$ cat config.mk
export PLATFORM = sky130hd
export DESIGN_NAME = pump_valve_sequencer
export DESIGN_NICKNAME = d
export VERILOG_FILES = /design/src/rtl/pump_seq_pkg.sv /design/src/rtl/phase_timer.sv /design/src/rtl/pump_valve_sequencer.sv
export SDC_FILE = /design/constraint.sdc
export NUM_CORES = 1
export LEC_CHECK = 0
export BUFFER_PORTS_ARGS = -buffer_cell sky130_fd_sc_hd__buf_2
export CORE_UTILIZATION = 57
export CTS_CLUSTER_DIAMETER = 150
export DETAILED_ROUTE_END_ITERATION = 12
export HOLD_SLACK_MARGIN = 0.15
export PLACE_DENSITY = 0.75
export SLEW_MARGIN = 20
export SYNTH_ARGS = -nofsm -noshare
export SYNTH_HDL_FRONTEND = slang
export SYNTH_SLANG_ARGS = --single-unit
$ cat constraint.sdc
create_clock -name clk -period 2.2 [get_ports clk]
set_input_delay 0.11 -clock clk [delete_from_list [all_inputs] [get_ports clk]]
set_output_delay 0.11 -clock clk [all_outputs]
set_load 0.005 [all_outputs]
$ cat src/rtl/pump_seq_pkg.sv
// rtl/pump_seq_pkg.sv - shared types and air-line patterns for the pump/valve sequencer
package pump_seq_pkg;

  typedef enum logic [2:0] {IDLE, OPEN_OUT, PUMP, CLOSE_OUT, DONE} state_t;

  typedef logic [2:0] phase_t;

  localparam phase_t LAST_PHASE = 3'd5;

  // Patterns are packed {v1, dc, v2}; 1 = pressurized (valve closed / chamber compressed)
  localparam logic [2:0] IDLE_PAT = 3'b101;
  localparam logic [2:0] PHASE_PAT [6] = '{3'b001, 3'b101, 3'b100, 3'b110, 3'b111, 3'b101};

endpackage

$ cat src/rtl/phase_timer.sv
// rtl/phase_timer.sv - loadable down-counter timing valve settle and pump phase intervals
module phase_timer #(
  parameter int W = 4
) (
  input  logic         clk,
  input  logic         rst,
  input  logic         load,
  input  logic [W-1:0] value,
  output logic         expire
);

  logic [W-1:0] cnt;

  always_ff @(posedge clk or posedge rst) begin
    if (rst) begin
      cnt <= '0;
    end else if (load) begin
      cnt <= value;
    end else if (cnt != '0) begin
      cnt <= cnt - 1'b1;
    end
  end

  // Loading L-1 makes the interval last exactly L cycles, expiring on the last one
  assign expire = (cnt == '0);

endmodule

$ cat src/rtl/pump_valve_sequencer.sv
// rtl/pump_valve_sequencer.sv - opens output valve, runs N peristaltic strokes, closes valve
module pump_valve_sequencer
  import pump_seq_pkg::*;
#(
  parameter int DWELL    = 4,
  parameter int SETTLE   = 8,
  parameter int STROKE_W = 8
) (
  input  logic                clk,
  input  logic                rst,
  input  logic                start,
  input  logic [STROKE_W-1:0] strokes,
  input  logic                abort,
  output logic                ready,
  output logic                busy,
  output logic                done,
  output logic                aborted,
  output logic [STROKE_W-1:0] stroke_cnt,
  output logic                out_air_valve1,
  output logic                out_air_dc,
  output logic                out_air_valve2,
  output logic                out_air
);

  localparam int MAXV = (DWELL > SETTLE) ? DWELL : SETTLE;
  localparam int TW   = $clog2(MAXV + 1);
  localparam logic [TW-1:0] SETTLE_LD = TW'(SETTLE - 1);
  localparam logic [TW-1:0] DWELL_LD  = TW'(DWELL - 1);

  state_t                state;
  phase_t                phase;
  phase_t                next_phase;
  logic [STROKE_W-1:0]   strokes_q;
  logic                  last_stroke;
  logic                  tmr_load;
  logic [TW-1:0]         tmr_value;
  logic                  expire;

  assign next_phase  = phase + 3'd1;
  assign last_stroke = ((stroke_cnt + STROKE_W'(1)) == strokes_q);

  // Timer reload mirrors every state/phase transition taken by the FSM below
  always_comb begin
    tmr_load  = 1'b0;
    tmr_value = SETTLE_LD;
    case (state)
      IDLE: begin
        tmr_load = start && (strokes != '0);
      end
      OPEN_OUT: begin
        tmr_load = abort || expire;
        if (!abort) tmr_value = DWELL_LD;
      end
      PUMP: begin
        tmr_load = abort || expire;
        if (!abort && !(phase == LAST_PHASE && last_stroke)) tmr_value = DWELL_LD;
      end
      default: ;
    endcase
  end

  phase_timer #(.W(TW)) u_timer (
    .clk    (clk),
    .rst    (rst),
    .load   (tmr_load),
    .value  (tmr_value),
    .expire (expire)
  );

  always_ff @(posedge clk or posedge rst) begin
    if (rst) begin
      state      <= IDLE;
      phase      <= '0;
      strokes_q  <= '0;
      stroke_cnt <= '0;
      {out_air_valve1, out_air_dc, out_air_valve2} <= IDLE_PAT;
      out_air    <= 1'b1;
      ready      <= 1'b1;
      busy       <= 1'b0;
      done       <= 1'b0;
      aborted    <= 1'b0;
    end else begin
      done <= 1'b0;
      case (state)
        IDLE: begin
          if (start) begin
            strokes_q  <= strokes;
            stroke_cnt <= '0;
            aborted    <= 1'b0;
            ready      <= 1'b0;
            if (strokes == '0) begin
              state <= DONE;
              done  <= 1'b1;
            end else begin
              state   <= OPEN_OUT;
              busy    <= 1'b1;
              out_air <= 1'b0;
            end
          end
        end
        OPEN_OUT: begin
          if (abort) begin
            state   <= CLOSE_OUT;
            out_air <= 1'b1;
            aborted <= 1'b1;
          end else if (expire) begin
            state <= PUMP;
            phase <= '0;
            {out_air_valve1, out_air_dc, out_air_valve2} <= PHASE_PAT[0];
          end
        end
        PUMP: begin
          // A stroke whose final ph5 cycle coincides with abort is still complete
          if (expire && phase == LAST_PHASE) stroke_cnt <= stroke_cnt + STROKE_W'(1);
          if (abort || (expire && phase == LAST_PHASE && last_stroke)) begin
            state   <= CLOSE_OUT;
            out_air <= 1'b1;
            {out_air_valve1, out_air_dc, out_air_valve2} <= IDLE_PAT;
            if (abort) aborted <= 1'b1;
          end else if (expire) begin
            if (phase == LAST_PHASE) begin
              phase <= '0;
              {out_air_valve1, out_air_dc, out_air_valve2} <= PHASE_PAT[0];
            end else begin
              phase <= next_phase;
              {out_air_valve1, out_air_dc, out_air_valve2} <= PHASE_PAT[next_phase];
            end
          end
        end
        CLOSE_OUT: begin
          if (expire) begin
            state <= DONE;
            busy  <= 1'b0;
            done  <= 1'b1;
          end
        end
        DONE: begin
          state <= IDLE;
          ready <= 1'b1;
        end
        default: begin
          state <= IDLE;
          ready <= 1'b1;
          busy  <= 1'b0;
        end
      endcase
    end
  end

endmodule

# ---- Word level (Yosys, flattened, before mapping)
# Memory sizes are Yosys's and may differ from the RTL's.
# Cells that the tools add are included.
# W data, S select, Z words.
dict set report word_totals {
  input_bits 12
  ff_bits 34
  mem_count 1
  romBits 24
  wordCells 126
  output_inout_bits 16
}
dict set report classes {
  n_reduce_logical 30
  magnitude_cmp 1
  n_eq_ne 18
  n_mux 57
  n_addsub 3
  bitwise 3
}
# memory words width read_ports rd_clocked_by_memory_dff wr line_no
set mem_list {}
lappend mem_list {{(no name shown)} 8 3 1 0 0 pump_valve_sequencer.sv:126} ;# {out_air_valve1, out_air_dc, out_air_valve2} <= PHASE_PAT[next_phase];
# operator n
set op_table {}
lappend op_table {{$mux W3} 15}
lappend op_table {{$mux W1} 25}
lappend op_table {{$ne A2 B2 Y1 const B} 10}
lappend op_table {{$mux W8} 2}
lappend op_table {{$pmux W8 S2} 1}
lappend op_table {{$pmux W1 S2} 6}
lappend op_table {{$pmux W3 S2} 2}
lappend op_table {{$pmux W3 S4} 1}
lappend op_table {{$reduce_and A4 Y1} 3}
lappend op_table {{$reduce_and A5 Y1} 2}
lappend op_table {{$pmux W1 S3} 3}
lappend op_table {{$add A8 B1 Y8 const B} 1}
lappend op_table {{$eq A8 B8 Y1} 1}
lappend op_table {{$logic_not A8 Y1} 1}
lappend op_table {{$mux W4} 2}
lappend op_table {{$reduce_bool A8 Y1} 1}
lappend op_table {{$eq A3 B2 Y1 const B} 2}
lappend op_table {{$eq A3 B3 Y1 const B} 2}
lappend op_table {{$ne A3 B3 Y1 const B} 2}
lappend op_table {{$reduce_and A3 Y1} 2}
lappend op_table {{$reduce_bool A2 Y1} 3}
lappend op_table {{$reduce_or A3 Y1} 2}
lappend op_table {{$logic_and A1 B1 Y1} 5}
lappend op_table {{$ge A4 B4 Y1 const B} 1}
lappend op_table {{13 further kinds} 17}

# ---- Logic depth before layout (Yosys ltp)
# Gate-level depths: netlist of the first run.
dict set report depth {
  ltp_word 9
  ltp_mapped 9
  mapped_depth_nobuf 7
}

# ---- By module
# A second synthesis of the first run with hierarchy kept.
dict set report hier_totals {
  hier_cells 206
  area_unflattened_um2 1998.2
}
# module cells_each seq_area_each_um2 n_inst area_each_um2
set modules_own_cells {}
lappend modules_own_cells {pump_valve_sequencer 183 755.7 1 1761.7}
lappend modules_own_cells {phase_timer 23 100.1 1 236.5}

# ---- Worst setup path before layout of the first run
# No wires, ideal clock.
dict set report synth_timing {
  path_type {reg2reg}
  start {register u_timer.cnt[0]}
  end {register out_air_dc}
  period_less_slack_ns 1.907
  required_ns 2.075
  t_arrival_ns 1.783
  stages_incl_launch_ff 8
  path_slack_ns 0.293
  n_path_buf 1
  setup_time_ns 0.125
  path_cell_list {dfrtp_1 inv_1 ha_1 nor3b_2 buf_2 o21ai_0 a21oi_1 mux2_2}
}
dict set report synth_between {
  elab_chain_len 6
  word_cells_on_any_way 9
  classes_between {eq/ne (2); mux (2); reduce/logical (5)}
}
# element line_no
set synth_lines {}
lappend synth_lines {{start: declaration} phase_timer.sv:12} ;# logic [W-1:0] cnt;
lappend synth_lines {{start signal: assignment} phase_timer.sv:18} ;# cnt <= value;
lappend synth_lines {{start signal: assignment} phase_timer.sv:20} ;# cnt <= cnt - 1'b1;
lappend synth_lines {{$logic_not A4 Y1 (*)} phase_timer.sv:25} ;# assign expire = (cnt == '0);
lappend synth_lines {{$logic_and A1 B1 Y1 (2 in a row)} pump_valve_sequencer.sv:115} ;# if (abort || (expire && phase == LAST_PHASE && last_stroke)) begin
lappend synth_lines {{$logic_or A1 B1 Y1} pump_valve_sequencer.sv:115}
lappend synth_lines {{$ne A3 B3 Y1 (no line) or $mux W1 (tied branches)} --}
lappend synth_lines {{$reduce_and A4 Y1 (no line) or $pmux W1 S2 (tied branches)} --}
lappend synth_lines {{end signal: assignment} pump_valve_sequencer.sv:109} ;# {out_air_valve1, out_air_dc, out_air_valve2} <= PHASE_PAT[0];
lappend synth_lines {{end signal: assignment} pump_valve_sequencer.sv:123} ;# {out_air_valve1, out_air_dc, out_air_valve2} <= PHASE_PAT[0];
lappend synth_lines {{end signal: assignment} pump_valve_sequencer.sv:126}
lappend synth_lines {{end: declaration} pump_valve_sequencer.sv:20} ;# output logic out_air_dc,
# Mark *: on every way between the ends. The rest lies on a longest branch, timed or not.
# A chain may end at the register's enable or synchronous reset.

# ---- Worst setup path in the final report of the first run
# Same ends and word-level chain as after synthesis.

==> flow_metrics.env, run 1 <==
export IMPL_status="complete, no violations"
export IMPL_cts_tree="yes"
export IMPL_dpl_worst_slack_ps=51.8
export IMPL_dp_hpwl_mm=3.14
export IMPL_synth_distinct_cells=53
export IMPL_async_flop_share_pct=100
export IMPL_fin_cells=308
export IMPL_final_core_util_pct=72.5
export IMPL_drive_gt1_share_pct=25.2
export IMPL_rows=21
export IMPL_die_x_microns=62.1
export IMPL_synth_edff_count=0
export IMPL_totalWireLength_mm=4.65
export IMPL_min_period_over_period_pct=94.7
export IMPL_grt_busiest_layer="met2"
export IMPL_initial_core_util_pct=60.8
export IMPL_setup_viol_count_final=0
export IMPL_worst_pin_slew_ps=603
export IMPL_hp_class="input port to asynchronous set/reset pin"
export IMPL_synth_ff_type="dfrtp_1"
export IMPL_setup_ws_ps=116
export IMPL_htreeDepth=2
export IMPL_cts_sinks=34
export IMPL_cp_arrival_ps=2320
export IMPL_ys_seq_area_share_pct=41.6
export IMPL_ys_ff_latch=34
export IMPL_core_area_sq_um=3390
export IMPL_drc_errors=0
export IMPL_drv_slew=0
export IMPL_worstSetupStartpoint="u_timer.cnt[0]$_DFFE_PP0P_"
export IMPL_yosysWarnings=0
export IMPL_final_nets=279
export IMPL_finalSetupTns_ps=0
export IMPL_finalClockSkew_ps=5.71
export IMPL_rsz0062_at_grt="no"
export IMPL_grt_pass1_vias=1727
export IMPL_placed_cells=287
export IMPL_met2_usage_pct=42.2
export IMPL_die_h_microns=62.1
export IMPL_dr_first_iter_drc_count=151
export IMPL_ant_nets=0
export IMPL_startpoint_type="register"
export IMPL_synth_area_sq_um=2060
export IMPL_root_buffer="clkbuf_4"
export IMPL_numCtsBuffers=5
export IMPL_fillers=250
export IMPL_track_usage_pct=26.6
export IMPL_multiInputGateArea_sq_um=1130
export IMPL_path_clk_slew_ps=110
export IMPL_path_max_fanout=8
export IMPL_hold_violations=0
export IMPL_grt_first_pass_wirelength_mm=8.09
export IMPL_die_area_sq_um=3860
export IMPL_grt_max_degree=35
export IMPL_antenna_found_initial=0
export IMPL_rr_startpoint="u_timer.cnt[0]$_DFFE_PP0P_"
export IMPL_maxCapViolations=0
export IMPL_gr_usage_met3_pct=5.51
export IMPL_wl_per_cell_microns=15.1
export IMPL_crit_type="register to register"
export IMPL_syn_inst=218
export IMPL_fmax_mhz=480
export IMPL_numPortBuffers=27
export IMPL_irDropWorstVdd_uv=762
export IMPL_finalWeightedCongestion=0.764
export IMPL_syn_nets=236
export IMPL_crit_required_ps=2430
export IMPL_syn_to_final_growth_pct=19.3
export IMPL_syn_area_per_cell_sq_um=9.45
export IMPL_vias_per_cell=5.76
export IMPL_regArea_sq_um=856
export IMPL_grt_util_met1_pct=35.4
export IMPL_endpoint_kind="register"
export IMPL_power_leakage_nw=1.09
export IMPL_cts_max_path_buffers=2
export IMPL_r2r_cells=8
export IMPL_timing_slew_headroom_pct=59.5
export IMPL_diodes=0
export IMPL_num_vias=1775
export IMPL_ios=28
export IMPL_grt_overflow_total=0
export IMPL_power_density_nw_per_um2=1210
export IMPL_firstDrtPassIters=4
export IMPL_clk_latency_ps=340
export IMPL_holdWs_ps=389
export IMPL_finalCriticalPeriod_ps=2080
==> placed cells by master, fill, tap and decap left out, types with 8 or more instances in the layout <==
| cell | n |
|---|---|
| dfrtp_1 | 30 |
| dlygate4sd3_1 | 11 |
| buf_4 | 8 |
| nand2_1 | 11 |
| o21ai_0 | 16 |
| buf_2 | 27 |
| nor2_1 | 17 |
| inv_1 | 13 |
| mux2_2 | 9 |
| a21oi_1 | 16 |
==> cell usage after synthesis (all sizes together) (2+ instances only) <==
| cell | n | area [sq um] |
|---|---|---|
| dfrtp | 30 | 751 |
| nand3 | 7 | 35.0 |
| inv | 13 | 48.8 |
| nor2 | 17 | 63.8 |
| nor4b | 2 | 32.5 |
| nor3b | 4 | 35.0 |
| xor2 | 5 | 43.8 |
| nor3 | 3 | 15.0 |
| o31ai | 4 | 30.0 |
| and2 | 2 | 12.5 |
| nand2 | 11 | 41.3 |
| nand4 | 4 | 40.0 |
| a31oi | 5 | 31.3 |
| buf | 5 | 26.3 |
| mux2 | 9 | 101 |
| nor4 | 6 | 43.8 |
| xnor2 | 7 | 61.3 |
| clkbuf | 5 | 18.8 |
| a21oi | 16 | 80.1 |
| and3 | 3 | 18.8 |
| a211o | 2 | 17.5 |
| nand2b | 7 | 43.8 |
| dfstp | 4 | 105 |
| nor2b | 2 | 12.5 |
| a311oi | 2 | 17.5 |
| o21ai | 18 | 90.1 |
| ha | 6 | 75.1 |
==> sequential cells by signal (all words and copies together), names as in the netlist <==
| register | count |
|---|---|
| aborted | 1 |
| busy | 1 |
| done | 1 |
| out_air | 1 |
| out_air_dc | 1 |
| out_air_valve1 | 1 |
| out_air_valve2 | 1 |
| phase | 3 |
| ready | 1 |
| state | 3 |
| stroke_cnt | 8 |
| strokes_q | 8 |
| u_timer.cnt | 4 |
==> power breakdown <==
part	switching, mW	leakage [nW]	internal [mW]
combinational	0.676	0.644	0.673
sequential	0.360	0.408	0.902
clock	0.213	0.0353	0.155
==> worst paths after layout <==
path                                              endpoint  slack, ps
max in group asynchronous       out_air_valve2$_DFFE_PP1P_       1460
worst max-delay path                out_air_dc$_DFFE_PP0P_        120
worst min register to register  u_timer.cnt[1]$_DFFE_PP0P_        490
worst max register to register      out_air_dc$_DFFE_PP0P_        120
min in group clk                u_timer.cnt[1]$_DFFE_PP0P_        490
worst min-delay path                  phase[2]$_DFFE_PP0P_        390
==> routing by layer <==
metal | vias up | part of all wire (%)
met1 | 857 | 47
met4 | 0 | 2.6
met2 | 37 | 47
li1 | 869 | -
met3 | 12 | 3.0
met5 | - | 0
==> timing repair <==
action | in CTS | in global routing
resized for setup | 0 | 4
hold buffers | 11 | 0
hold endpoints to repair | 42 | 0
endpoints found under the setup margin | 0 | 8
setup buffers | 0 | 2
==> critical path, cell delays in order (launching register included) <==
cell and delay (ps):
dfrtp_1 380, inv_1 100, ha_1 240, nor3b_4 290, buf_4 160, buf_4 140, o21ai_0 110, a21oi_1 210
mux2_2 360
==> area by class of cell <==
cell class                 count  area share [%]
multi-input combinational    161            46.0
inverter                      13            1.99
tap                           46            2.34
timing repair buffer          46            12.4
sequential                    34            34.8
clock inverter                 1           0.204
clock buffer                   7            2.24
==> through the flow <==
stage	total power, mW	cell area [sq um]
after CTS	2.92	2420
final	2.98	2460
after floorplan	2.18	2060
after detailed placement	2.54	2250
after global placement	2.50	2250
after global routing	3.24	2460
==> cell families (layout without fill, tap and decap cells) <==
family | Yosys count | count (layout) | share of synthesized area, %
fa+ha+maj | 6 | 6 | 3.65
xor+xnor | 12 | 12 | 5.10
mux | 10 | 10 | 5.41
buf+inv | 23 | 67 | 4.56
compound gates | 59 | 59 | 18.1
flops | 34 | 34 | 41.6
simple gates | 74 | 74 | 21.6
Note: power is estimated with default switching activity, not from simulation.
==> inputs of run 2 (changes only) <==
- SYNTH_HIERARCHICAL: not set -> 1
==> run 2 against run 1 <==
  * Core utilization is 1.4 points higher
  * Critical endpoint is now u_timer/cnt[1]$_DFFE_PP0P_
  * Global-route usage is 0.53 points lower
  * Routed wire length is 7.1% lower
  * Combinational power is 9% higher
  * Largest cell class unchanged
  * Clock skew is 2.4 ps higher
  * Sequential share of layout area hardly changed
  * Count of clock-buffer cells in the layout is 2 lower
  * Clock power is 20% higher
  * Final area is 0.31% higher
  * Total power is 4.4% higher
  * Register-to-register slack hardly changed
  * First-iteration DRC count is 54% lower
==> flow_metrics.env, run 2 <==
export IMPL_antenna_found_initial=0
export IMPL_drv_slew=0
export IMPL_power_switching_share_pct=40.2
export IMPL_core_area_sq_um=3340
export IMPL_p_clk_share_pct=14.2
export IMPL_path_clk_slew_ps=100
export IMPL_power_switching_mw=1.25
export IMPL_firstDrtPassIters=4
export IMPL_path_max_fanout=5
export IMPL_numPortBuffers=27
export IMPL_cp_slowest_stage_delay_ps=560
export IMPL_track_usage_pct=26.0
export IMPL_htreeDepth=2
export IMPL_grt_pass1_vias=1606
export IMPL_mostFrequentLayoutCells="dfrtp_1, buf_2, nor2_1"
export IMPL_vias_per_cell=5.70
export IMPL_die_area_sq_um=3750
export IMPL_cts_tree="yes"
export IMPL_finalCriticalPeriod_ps=2100
export IMPL_cp_arrival_ps=2330
export IMPL_irDropWorstVdd_uv=723
export IMPL_totalWireLength_mm=4.32
export IMPL_die_h_microns=61.2
export IMPL_yosysMostFrequentCell="dfrtp_1"
export IMPL_power_leakage_nw=1.10
export IMPL_synth_distinct_cells=48
export IMPL_diodes=0
export IMPL_power_mw=3.11
export IMPL_syn_inst=206
export IMPL_final_core_util_pct=73.9
export IMPL_status="complete, no violations"
export IMPL_fin_area_sq_um=2460
export IMPL_clk_latency_ps=340
export IMPL_dr_first_iter_drc_count=70
export IMPL_ios=28
export IMPL_finalWeightedCongestion=0.898
export IMPL_dpl_worst_slack_ps=29.8
export IMPL_internal_power_mw=1.86
export IMPL_seqPwrFrac_pct=38.4
export IMPL_finalClockSkew_ps=8.06
export IMPL_final_common_cell="dfrtp_1"
export IMPL_initial_core_util_pct=59.9
export IMPL_syn_to_final_growth_pct=23.4
export IMPL_hp_class="input port to asynchronous set/reset pin"
export IMPL_finalSetupTns_ps=0
export IMPL_rows=21
export IMPL_dp_hpwl_mm=3.20
export IMPL_largestRegisters="stroke_cnt x8, strokes_q x8, u_timer/cnt x4"
export IMPL_ant_nets=0
export IMPL_synth_area_leader_cell="dfrtp_1"
export IMPL_crit_type="input port to register"
export IMPL_maxCapViolations=0
export IMPL_hold_violations=0
export IMPL_synth_edff_count=0
export IMPL_post_cts_buffers=0
export IMPL_syn_area_per_cell_sq_um=9.70
export IMPL_min_period_over_period_pct=95.6
export IMPL_synth_ff_type="dfrtp_1"
export IMPL_place_area_sq_um=2230
export IMPL_synth_area_leaders="dfrtp_1, mux2_2, dfstp_2, ha_1, nor2_1"
export IMPL_wl_per_cell_microns=14.3
export IMPL_ys_seq_area_share_pct=42.8
export IMPL_die_x_microns=61.2
export IMPL_numCtsBuffers=5
export IMPL_grt_max_degree=31
export IMPL_startpoint_type="input port"
export IMPL_endpoint_kind="register"
export IMPL_drc_errors=0
export IMPL_cts_max_path_buffers=2
export IMPL_grt_overflow_total=0
export IMPL_yosysWarnings=6
export IMPL_crit_required_ps=2430
export IMPL_async_flop_share_pct=100
export IMPL_root_buffer="clkbuf_4"
export IMPL_drive_gt1_share_pct=29.0
export IMPL_power_density_nw_per_um2=1260
export IMPL_cp_cell_sequence="dlygate4sd3_1 -> buf_2 -> or4_1 -> o21ai_1 -> o21ai_0 -> buf_4 -> mux2_2"
export IMPL_num_vias=1715
export IMPL_setup_viol_count_final=0
export IMPL_cts_sinks=34
export IMPL_setup_ws_ps=97.6
export IMPL_slowest_stage="or4_1"
export IMPL_grt_first_pass_wirelength_mm=7.11
export IMPL_fmax_mhz=476
export IMPL_ys_ff_latch=34
export IMPL_final_nets=272
export IMPL_synth_top_cell_area_share_pct=37.6
export IMPL_synthTopCellsByCount="dfrtp_1, nor2_1, nand2_1"
export IMPL_power_frac_comb_pct=47.4
export IMPL_synth_area_sq_um=2000
-- run 2: kinds of logic (layout without fill, tap and decap cells) --
| group | after synthesis | in the layout | synth area share [%] |
|---|---|---|---|
| AOI/OAI and AO/OA | 48 | 48 | 16.6 |
| xor gates and xnor gates | 13 | 13 | 6.07 |
| adders and majority gates | 6 | 6 | 3.76 |
| buffers and inverters | 15 | 63 | 2.88 |
| DFF | 34 | 34 | 42.8 |
| muxes | 15 | 15 | 8.64 |
| other | 2 | 3 | 0.376 |
| and+or+nand+nor | 73 | 73 | 18.8 |
-- run 2: repair_timing --
action	4_1_cts	5_1_grt
hold endpoints to repair	44	0
setup endpoints to repair	0	9
hold buffers	11	0
gates resized for setup	0	10
-- run 2: through the flow --
step | cells | hold slack, ps
2_1_floorplan | 207 | -124
5_1_grt | 301 | 219
4_1_cts | 301 | 188
3_5_place_dp | 282 | 8.86
6_report | 301 | 194
3_3_place_gp | 282 | 1.57
-- run 2: worst paths after layout --
check	from	end	slack, ps	depth (start not counted)
max	strokes[4]	u_timer/cnt[1]$_DFFE_PP0P_	100	7
min	rst	u_timer/cnt[3]$_DFFE_PP0P_	190	3
max reg2reg	stroke_cnt[4]$_DFFE_PP0P_	phase[1]$_DFFE_PP0P_	110	6
min reg2reg	out_air$_DFFE_PP1P_	out_air$_DFFE_PP1P_	490	2
max in group asynchronous	rst	out_air$_DFFE_PP1P_	1500	4
min in group clk	out_air$_DFFE_PP1P_	out_air$_DFFE_PP1P_	490	2
-- run 2: worst max-delay path, delay by kind of cell --
kind,cells,cell delay [ps]
buffers and inverters,3,890
and+or+nand+nor,1,560
AOI/OAI and AO/OA,2,510
muxes,1,260
-- run 2: cell type report --
| class | instances | area [sq um] |
|---|---|---|
| well taps | 46 | 57.6 |
| multi-input cells | 158 | 1130 |
| repair buffers | 46 | 305 |
| flip-flops and latches | 34 | 858 |
| clock inverters | 3 | 40.0 |
| clock buffers | 5 | 37.5 |
| fillers | 277 | 872 |
| inverters | 9 | 33.8 |
-- run 2: power by group through the flow --
stage                     Combinational, mW  Sequential (mW)  Clock [mW]
after floorplan                        1.08             1.12           0
after global placement                 1.37             1.17           0
after detailed placement               1.43             1.19           0
after CTS                              1.45             1.18       0.458
after global routing                   1.65             1.23       0.476
final                                  1.47             1.19       0.442
-- run 2: layer usage --
metal | wire [microns] | up-vias | GRT usage, %
met4 | 48 | 0 | 7.47
met3 | 148 | 5 | 5.88
met1 | 1980 | 838 | 33.9
met2 | 2140 | 41 | 43.6
li1 | - | 831 | -
met5 | 0 | - | 0
==> inputs of run 3 (changes only) <==
- CORE_UTILIZATION: 57 -> 35
- PLACE_DENSITY: 0.75 -> 0.49
==> run 3 against run 2 <==
  * Routed wire length increased by 3.4%
  * Sequential power decreased by 4%
  * Global-route usage decreased by 9.7 points
  * Total power increased by 3.3%
  * Clock power increased by 11%
  * Final cell count increased by 11%
  * Sequential cell count unchanged
  * Largest cell class unchanged
==> flow_metrics.env, run 3 (synthesis results as in run 2) <==
export IMPL_crit_type="register to register"
export IMPL_cp_num_cells=8
export IMPL_endpoint_kind="register"
export IMPL_final_nets=278
export IMPL_rows=27
export IMPL_antenna_found_initial=0
export IMPL_power_density_nw_per_um2=1270
export IMPL_grt_max_degree=31
export IMPL_drv_slew=0
export IMPL_fmax_mhz=468
export IMPL_fin_area_sq_um=2530
export IMPL_setup_ws_ps=64.6
export IMPL_power_leakage_nw=1.13
export IMPL_rsz0062_at_grt="no"
export IMPL_die_area_sq_um=6020
export IMPL_dr_first_iter_drc_count=103
export IMPL_grt_overflow_total=0
export IMPL_hp_class="input port to register"
export IMPL_slowest_stage="dfrtp_1"
export IMPL_setup_viol_count_final=0
export IMPL_mostFrequentLayoutCells="dfrtp_1, buf_2, nor2_1"
export IMPL_numCtsBuffers=5
export IMPL_largestRegisters="stroke_cnt x8, strokes_q x8, u_timer/cnt x4"
export IMPL_place_area_sq_um=2310
export IMPL_cts_tree="yes"
export IMPL_htreeDepth=2
export IMPL_grt_pass1_vias=1600
export IMPL_irDropWorstVdd_uv=528
export IMPL_cp_cell_sequence="ha_1 -> buf_4 -> xor2_1 -> xnor2_1 -> nand3_2 -> nor4_4 -> a21oi_2 -> mux2_4"
export IMPL_syn_to_final_growth_pct=26.6
export IMPL_finalSetupTns_ps=0
export IMPL_diodes=0
export IMPL_status="complete, no violations"
export IMPL_finalCriticalPeriod_ps=2140
export IMPL_path_clk_slew_ps=70
export IMPL_r2r_cells=8
export IMPL_cts_max_path_buffers=2
export IMPL_crit_required_ps=2370
export IMPL_holdPathStages=3
export IMPL_startpoint_type="register"
export IMPL_core_area_sq_um=5510
export IMPL_path_max_fanout=3
export IMPL_drive_gt1_share_pct=29.9
export IMPL_die_h_microns=77.6
export IMPL_maxCapViolations=0
export IMPL_finalClockSkew_ps=9.81
export IMPL_critical_path_top_delay_family="simple AND/OR/NAND/NOR gates"
export IMPL_die_x_microns=77.6
export IMPL_totalWireLength_mm=4.47
export IMPL_numPortBuffers=27
export IMPL_cts_sinks=34
export IMPL_fin_cells=333
export IMPL_placed_cells=314
export IMPL_worst_path_buf_inv=1
export IMPL_firstDrtPassIters=4
export IMPL_dpl_worst_slack_ps=58.3
export IMPL_hold_violations=0
export IMPL_track_usage_pct=16.3
export IMPL_final_core_util_pct=45.9
export IMPL_dp_hpwl_mm=3.32
export IMPL_root_buffer="clkbuf_8"
export IMPL_cp_arrival_ps=2300
export IMPL_drc_errors=0
export IMPL_final_common_cell="dfrtp_1"
export IMPL_initial_core_util_pct=36.3
export IMPL_cp_slowest_stage_delay_ps=380
export IMPL_num_vias=1657
export IMPL_ios=28
export IMPL_vias_per_cell=4.98
export IMPL_clk_latency_ps=290
export IMPL_wl_per_cell_microns=13.4
export IMPL_ant_nets=0
export IMPL_min_period_over_period_pct=97.1
export IMPL_grt_first_pass_wirelength_mm=7.68
export IMPL_finalWeightedCongestion=0.759
[run 3: cell types whose count changed in the layout (fill, tap and decap cells not counted), moves of 2 or more]
cell      delta
buf_4        +7
clkbuf_8     +6
clkbuf_4     -5
dfrtp_1      +2
dfrtp_2      -2
[run 3: worst paths after layout]
check | startpoint | to | slack, ps
setup / recovery | stroke_cnt[0]$_DFFE_PP0P_ | phase[1]$_DFFE_PP0P_ | 60
hold / removal | abort | out_air_valve2$_DFFE_PP1P_ | 200
setup reg to reg | stroke_cnt[0]$_DFFE_PP0P_ | phase[1]$_DFFE_PP0P_ | 60
hold reg to reg | out_air$_DFFE_PP1P_ | out_air$_DFFE_PP1P_ | 480
max in group asynchronous | rst | out_air_valve1$_DFFE_PP1P_ | 1410
min in group asynchronous | rst | u_timer/cnt[3]$_DFFE_PP0P_ | 260
[run 3: tightest hold or removal path, cell delays in order]
cell	delay [ps]
buf_2	170
nor2_1	110
a31oi_1	80
[run 3: cell type report]
cell class	count	area (sq um)
Fill cell	542	2980
Multi-Input combinational cell	158	1110
Sequential cell	34	856
Timing Repair Buffer	52	348
Tap cell	72	90.1
Clock buffer	6	82.6
Inverter	9	33.8
Clock inverter	2	12.5
[run 3: where the power goes]
group	leakage, nW	switching [mW]	total (mW)	internal [mW]
Clock	0.0472	0.238	0.490	0.252
Combinational	0.667	0.815	1.59	0.771
Sequential	0.419	0.232	1.14	0.905
Total	1.13	1.28	3.21	1.93
[run 3: timing repair]
action	4_1_cts	5_1_grt
setup buffers	0	1
endpoints found under the setup margin	0	9
resized for setup	0	5
hold buffers	10	0
hold endpoints to repair	39	0
[run 3: per-layer routing]
metal | GRT usage, % | share of wire, % | up-vias
li1 | - | - | 847
met1 | 23.1 | 52 | 780
met2 | 24.5 | 44 | 25
met3 | 3.65 | 2.7 | 5
met4 | 5.66 | 1.2 | 0
met5 | 0 | 0 | -
[run 3: through the flow]
stage	power [mW]	hold slack, ps
global route	3.48	237
detailed placement	2.70	16.9
CTS	3.22	195
finish	3.21	197
floorplan	2.20	-124
global placement	2.70	12.9
